[src/rtl/router_mesh_param.sv]
// Five-port input-buffered mesh router: XY dimension-order routing, per-output
// round-robin arbitration, registered outputs held while the downstream side is full.
module router_mesh_param #(
   parameter int DATA_WIDTH     = 32,
   parameter int FIFO_DEPTH     = 8,
   parameter int MESH_X         = 4,
   parameter int MESH_Y         = 2,
   parameter int ADDR_W         = 3,
   parameter int ROUTER_ADDRESS = 1
) (
   input  logic                    clk,
   input  logic                    rst,
   input  logic [5*DATA_WIDTH-1:0] in_data,
   input  logic [4:0]              in_valid,
   output logic [4:0]              in_full,
   output logic [5*DATA_WIDTH-1:0] out_data,
   output logic [4:0]              out_valid,
   input  logic [4:0]              out_full,
   output logic [4:0]              overflow_err,
   output logic                    route_err
);
   localparam int NP    = 5;
   localparam int PW    = $clog2(FIFO_DEPTH);
   localparam int NODES = MESH_X * MESH_Y;
   localparam int RX    = ROUTER_ADDRESS % MESH_X;
   localparam int RY    = ROUTER_ADDRESS / MESH_X;
   localparam logic [PW:0] FULL_CNT = (PW+1)'(FIFO_DEPTH);

   logic [DATA_WIDTH-1:0]         r_mem [NP][FIFO_DEPTH];
   logic [PW-1:0]                 r_wr_ptr [NP];
   logic [PW-1:0]                 r_rd_ptr [NP];
   logic [PW:0]                   r_count [NP];
   logic [NP-1:0][DATA_WIDTH-1:0] r_out_data;
   logic [NP-1:0]                 r_out_valid;
   logic [2:0]                    r_ptr [NP];
   logic [NP-1:0]                 r_overflow;
   logic                          r_route_err;

   logic [DATA_WIDTH-1:0] w_head [NP];
   logic [2:0]            w_route [NP];
   logic [2:0]            w_gnt_idx [NP];
   logic [NP-1:0]         w_nonempty, w_full, w_bad, w_push, w_pop, w_load, w_gnt_v;

   // Route compute on each FIFO head: X first, then Y, otherwise eject locally.
   always_comb begin
      int dst, dx, dy;
      for (int p = 0; p < NP; p++) begin
         w_head[p]     = r_mem[p][r_rd_ptr[p]];
         w_nonempty[p] = (r_count[p] != '0);
         w_full[p]     = (r_count[p] == FULL_CNT);
         w_push[p]     = in_valid[p] && !w_full[p];
         dst           = int'(w_head[p][ADDR_W-1:0]);
         dx            = dst % MESH_X;
         dy            = dst / MESH_X;
         w_bad[p]      = w_nonempty[p] && (dst >= NODES);
         if (dx > RX)      w_route[p] = 3'd1;
         else if (dx < RX) w_route[p] = 3'd2;
         else if (dy > RY) w_route[p] = 3'd3;
         else if (dy < RY) w_route[p] = 3'd4;
         else              w_route[p] = 3'd0;
      end
   end

   // Per-output round-robin; search starts just after the last winner.
   always_comb begin
      logic [2:0] idx;
      // NOTE: every combinational output gets a default before any branch so no latch is inferred.
      w_pop = w_bad;
      for (int o = 0; o < NP; o++) begin
         w_load[o]    = !r_out_valid[o] || !out_full[o];
         w_gnt_v[o]   = 1'b0;
         w_gnt_idx[o] = '0;
         for (int k = 1; k <= NP; k++) begin
            idx = 3'((int'(r_ptr[o]) + k) % NP);
            if (w_load[o] && !w_gnt_v[o] && w_nonempty[idx] && !w_bad[idx] &&
                w_route[idx] == 3'(o)) begin
               w_gnt_v[o]   = 1'b1;
               w_gnt_idx[o] = idx;
            end
         end
         if (w_gnt_v[o]) w_pop[w_gnt_idx[o]] = 1'b1;
      end
   end

   // NOTE: FIFO storage has no reset; the pointers and counts alone define what is valid.
   always_ff @(posedge clk) begin
      for (int p = 0; p < NP; p++)
         if (w_push[p]) r_mem[p][r_wr_ptr[p]] <= in_data[p*DATA_WIDTH +: DATA_WIDTH];
   end

   always_ff @(posedge clk or posedge rst) begin
      if (rst) begin
         for (int p = 0; p < NP; p++) begin
            r_wr_ptr[p] <= '0;
            r_rd_ptr[p] <= '0;
            r_count[p]  <= '0;
         end
         r_overflow  <= '0;
         r_route_err <= 1'b0;
      end else begin
         for (int p = 0; p < NP; p++) begin
            if (w_push[p]) r_wr_ptr[p] <= r_wr_ptr[p] + 1'b1;
            if (w_pop[p])  r_rd_ptr[p] <= r_rd_ptr[p] + 1'b1;
            r_count[p] <= r_count[p] + (PW+1)'(w_push[p]) - (PW+1)'(w_pop[p]);
         end
         r_overflow  <= r_overflow | (in_valid & w_full);
         r_route_err <= r_route_err | (|w_bad);
      end
   end

   // Output registers hold while downstream is full and reload on the transfer cycle.
   always_ff @(posedge clk or posedge rst) begin
      if (rst) begin
         r_out_data  <= '0;
         r_out_valid <= '0;
         for (int o = 0; o < NP; o++) r_ptr[o] <= 3'd4;
      end else begin
         for (int o = 0; o < NP; o++) begin
            if (w_gnt_v[o]) begin
               r_out_data[o]  <= w_head[w_gnt_idx[o]];
               r_out_valid[o] <= 1'b1;
               r_ptr[o]       <= w_gnt_idx[o];
            end else if (w_load[o]) begin
               r_out_valid[o] <= 1'b0;
            end
         end
      end
   end

   assign in_full      = w_full;
   assign out_data     = r_out_data;
   assign out_valid    = r_out_valid;
   assign overflow_err = r_overflow;
   assign route_err    = r_route_err;

endmodule

[config.mk]
export PLATFORM = sky130hd
export DESIGN_NAME = router_mesh_param
export DESIGN_NICKNAME = d
export VERILOG_FILES = /design/src/rtl/router_mesh_param.sv
export SDC_FILE = /design/constraint.sdc
export NUM_CORES = 2
export LEC_CHECK = 0
export BUFFER_PORTS_ARGS = -buffer_cell sky130_fd_sc_hd__buf_2
export CORE_MARGIN = 2
export CORE_UTILIZATION = 40
export CTS_CLUSTER_DIAMETER = 50
export DETAILED_ROUTE_END_ITERATION = 16
export MAX_ROUTING_LAYER = met4
export PLACE_DENSITY = 0.58
export SLEW_MARGIN = 25
export SYNTH_ARGS = -nofsm -noshare
export SYNTH_HDL_FRONTEND = slang
export SYNTH_SLANG_ARGS = --single-unit
[constraint.sdc]
create_clock -name clk -period 14.2 [get_ports clk]
set_input_delay 2.84 -clock clk [delete_from_list [all_inputs] [get_ports clk]]
set_output_delay 2.84 -clock clk [all_outputs]
set_load 0.05 [all_outputs]
==> reports/qor.yml <==
drt:
  routedWlPerCell_um: 28.6
  drc: 0
  drt_wl_total_um: 203000
  drt-pass1-iter-count: 6
  routed_via_density: 5.80
  dr_total_vias: 41200
  antenna_left: 0
  drt_iter0_markers: 3975
synthesis:
  synth-main-ff-cell: "edfxtp_1"
  ys_seq_elements: 1479
  synth_top_area_frac: 0.565
  syn-cell-area_um2: 68000
  yosysWarnings: 0
  synthCells: 4365
  async_flop_share: 0.135
  synth_edf_count: 1280
  ys_seq_area_frac: 0.639
  synth.top_cells.by_area: "edfxtp_1 57%, mux4_2 10%, dfrtp_1 7.2%, mux2i_1 3.0%, ha_1 2.5%"
  synth_cell_type_count: 119
  syn_avg_cell_area_um2: 15.6
  synth_area_leader_cell: "edfxtp_1"
floorplan:
  die-area_um2: 173000
  rows: 151
  die_w_um: 416
  initial_core_util: 0.402
  die_h_um: 416
  ioPinCount: 348
  core_um2: 169000
global_route:
  antenna_found_initial: 48
  grt_pass1_vias: 39800
  grt_overflow_total: 0
  grt_max_degree: 91
  grt_pass1_wl_um: 290000
  grt_use_total: 0.238
worst_setup_path:
  path_max_fanout: 40
  cp-start-kind: "flip-flop"
  max_stage_delay_ps: 870
  path_buf_inv: 6
  arrival_ps: 8880
  endpoint_kind: "flip-flop"
  cpMaxStageDelayCell: "and4b_1"
  path_delay_family: "simple AND/OR/NAND/NOR gates"
  required_ps: 14900
  path_cells: "inv_1, ha_1, inv_1, ha_1, inv_1, ha_1, nand2b_1, o211ai_1, o311ai_0, nor2b_1, o21a_1, or3_1, nor4b_2, and4b_1, or2_2, buf_4, o22ai_1, nor3_2, inv_1, ha_1, inv_1, ha_1, fa_1, xor2_1"
  critical_path_class: "reg -> reg"
sta:
  rsz0062_at_grt: "false"
  hold_viol_final: 0
  worst_pin_slew_ps: 1160
  tns_ps: 0
  post-route-period-util: 0.576
  max_slew_margin: 0.204
  skew_ps: 49.4
  finalCriticalPeriod_ps: 8180
  fmax_mhz: 122
  setup_viol: 0
  drv_slew: 0
finish:
  nets: 5022
  syn_to_final_growth_pct: 15.1
  final_cell_mix: "1,280 x edfxtp_1, 312 x buf_2, 307 x mux4_2"
  layout_commonest_cell: "edfxtp_1"
  drive_above_1_share: 0.260
min_path:
  hold_path_class: "reg -> reg"
flow_run:
  maxCapViolations: 0
placement:
  io_buffers: 312
  hpwlAfterDp_um: 136000
  place_congestion: 0.918
cts:
  clock-sinks: 1479
  numCtsBuffers: 169
  cts_tree: "yes"
  clockBufferDepth: 3
  cts_root_buf: "clkbuf_16"
  cts_setup_buffers: 0
  hold_buffers: 0
  h-tree-depth: 4
  clkTransAtPathRegs_ps: 60
  insertion_delay_ps: 830
  cts_resized: 0
run_status:
  status: "finished clean"
## per-layer routing
metal | share of wire | vias to the layer above | track usage
li1 | - | 18100 | -
met1 | 0.40 | 21200 | 0.298
met2 | 0.48 | 1461 | 0.370
met3 | 0.057 | 389 | 0.0392
met4 | 0.064 | 0 | 0.134
met5 | 0 | - | -
## synth_stat cells (32+ instances only)
cell type	count
a21o_1	32
o31ai_1	35
o22a_1	32
ha_1	136
nand3_1	55
o211ai_1	47
a221oi_1	54
a31oi_1	39
nand2_1	192
buf_1	44
xnor2_1	46
clkbuf_1	160
mux2_2	112
o221ai_1	41
nand2b_1	53
buf_4	38
inv_1	125
mux4_2	307
a21oi_1	118
dfrtp_1	195
mux2i_1	202
or3_1	50
nor2_1	249
buf_2	37
edfxtp_1	1280
o21ai_0	130
nor3_1	44
## worst reg2reg max path, cell delays in order (launching register included)
cell	delay, ps
dfrtp_1	540
inv_1	270
ha_1	740
inv_1	290
ha_1	260
inv_1	50
ha_1	220
nand2b_1	160
o211ai_1	370
o311ai_0	330
nor2b_1	230
o21a_1	150
or3_1	420
nor4b_2	640
and4b_1	870
or2_2	240
buf_4	530
o22ai_1	230
nor3_2	350
inv_1	130
ha_1	300
inv_1	40
ha_1	200
fa_1	380
xor2_1	170
## stage by stage
step                worst slack (ps)  cell area [µm²]  hold slack [ps]  utilization  cells
finish                          6020            78300              447        0.463   7097
global placement                6190            72500              434        0.429   6756
detailed placement              6140            72500              443        0.429   6756
CTS                             6060            78200              450        0.462   7072
global route                    5500            78200              461        0.463   7089
floorplan                       5940            68100              479            -   4398
## cell type report
type | instances | area [µm²]
fillers | 14600 | 90800
flip-flops and latches | 1479 | 43500
multi-input cells | 2502 | 23400
clock buffers | 201 | 4380
well taps | 2218 | 2780
repair buffers | 425 | 2410
clock inverters | 115 | 1290
inverters | 132 | 503
diodes | 25 | 62.6
## worst paths after layout
check / cells after the start / slack, ps / start / to
worst max-delay path: 24 / 6020 / r_ptr[4] / r_count[10]
worst min-delay path: 1 / 450 / overflow_err[3] / overflow_err[3]
worst max register to register: 24 / 6020 / r_ptr[4] / r_count[10]
worst min register to register: 1 / 450 / overflow_err[3] / overflow_err[3]
max in group asynchronous: 3 / 10520 / rst / r_rd_ptr[9]
min in group asynchronous: 2 / 2100 / rst / r_wr_ptr[8]
## sequential cells by signal, summed over array words and instances, names as in the netlist
name,count
overflow_err,5
r_count,20
out_data,128
r_wr_ptr,15
out_valid,4
r_ptr,12
r_rd_ptr,15
r_mem,1280
## cells by family (layout without fill, tap and decap cells)
family,Yosys count,count (layout),synth area share
other,1,59,0.0000551
buffers and inverters,417,873,0.0265
AND/OR/NAND/NOR,841,841,0.0630
flip-flops,1479,1479,0.639
adder cells (fa/ha/maj),141,141,0.0265
AO/OA/AOI/OAI,796,796,0.0851
XOR/XNOR,64,64,0.00896
multiplexers,626,626,0.151
Power is not shown: default switching activity piles up to over one toggle a cycle in this logic, so the estimate is an artifact.
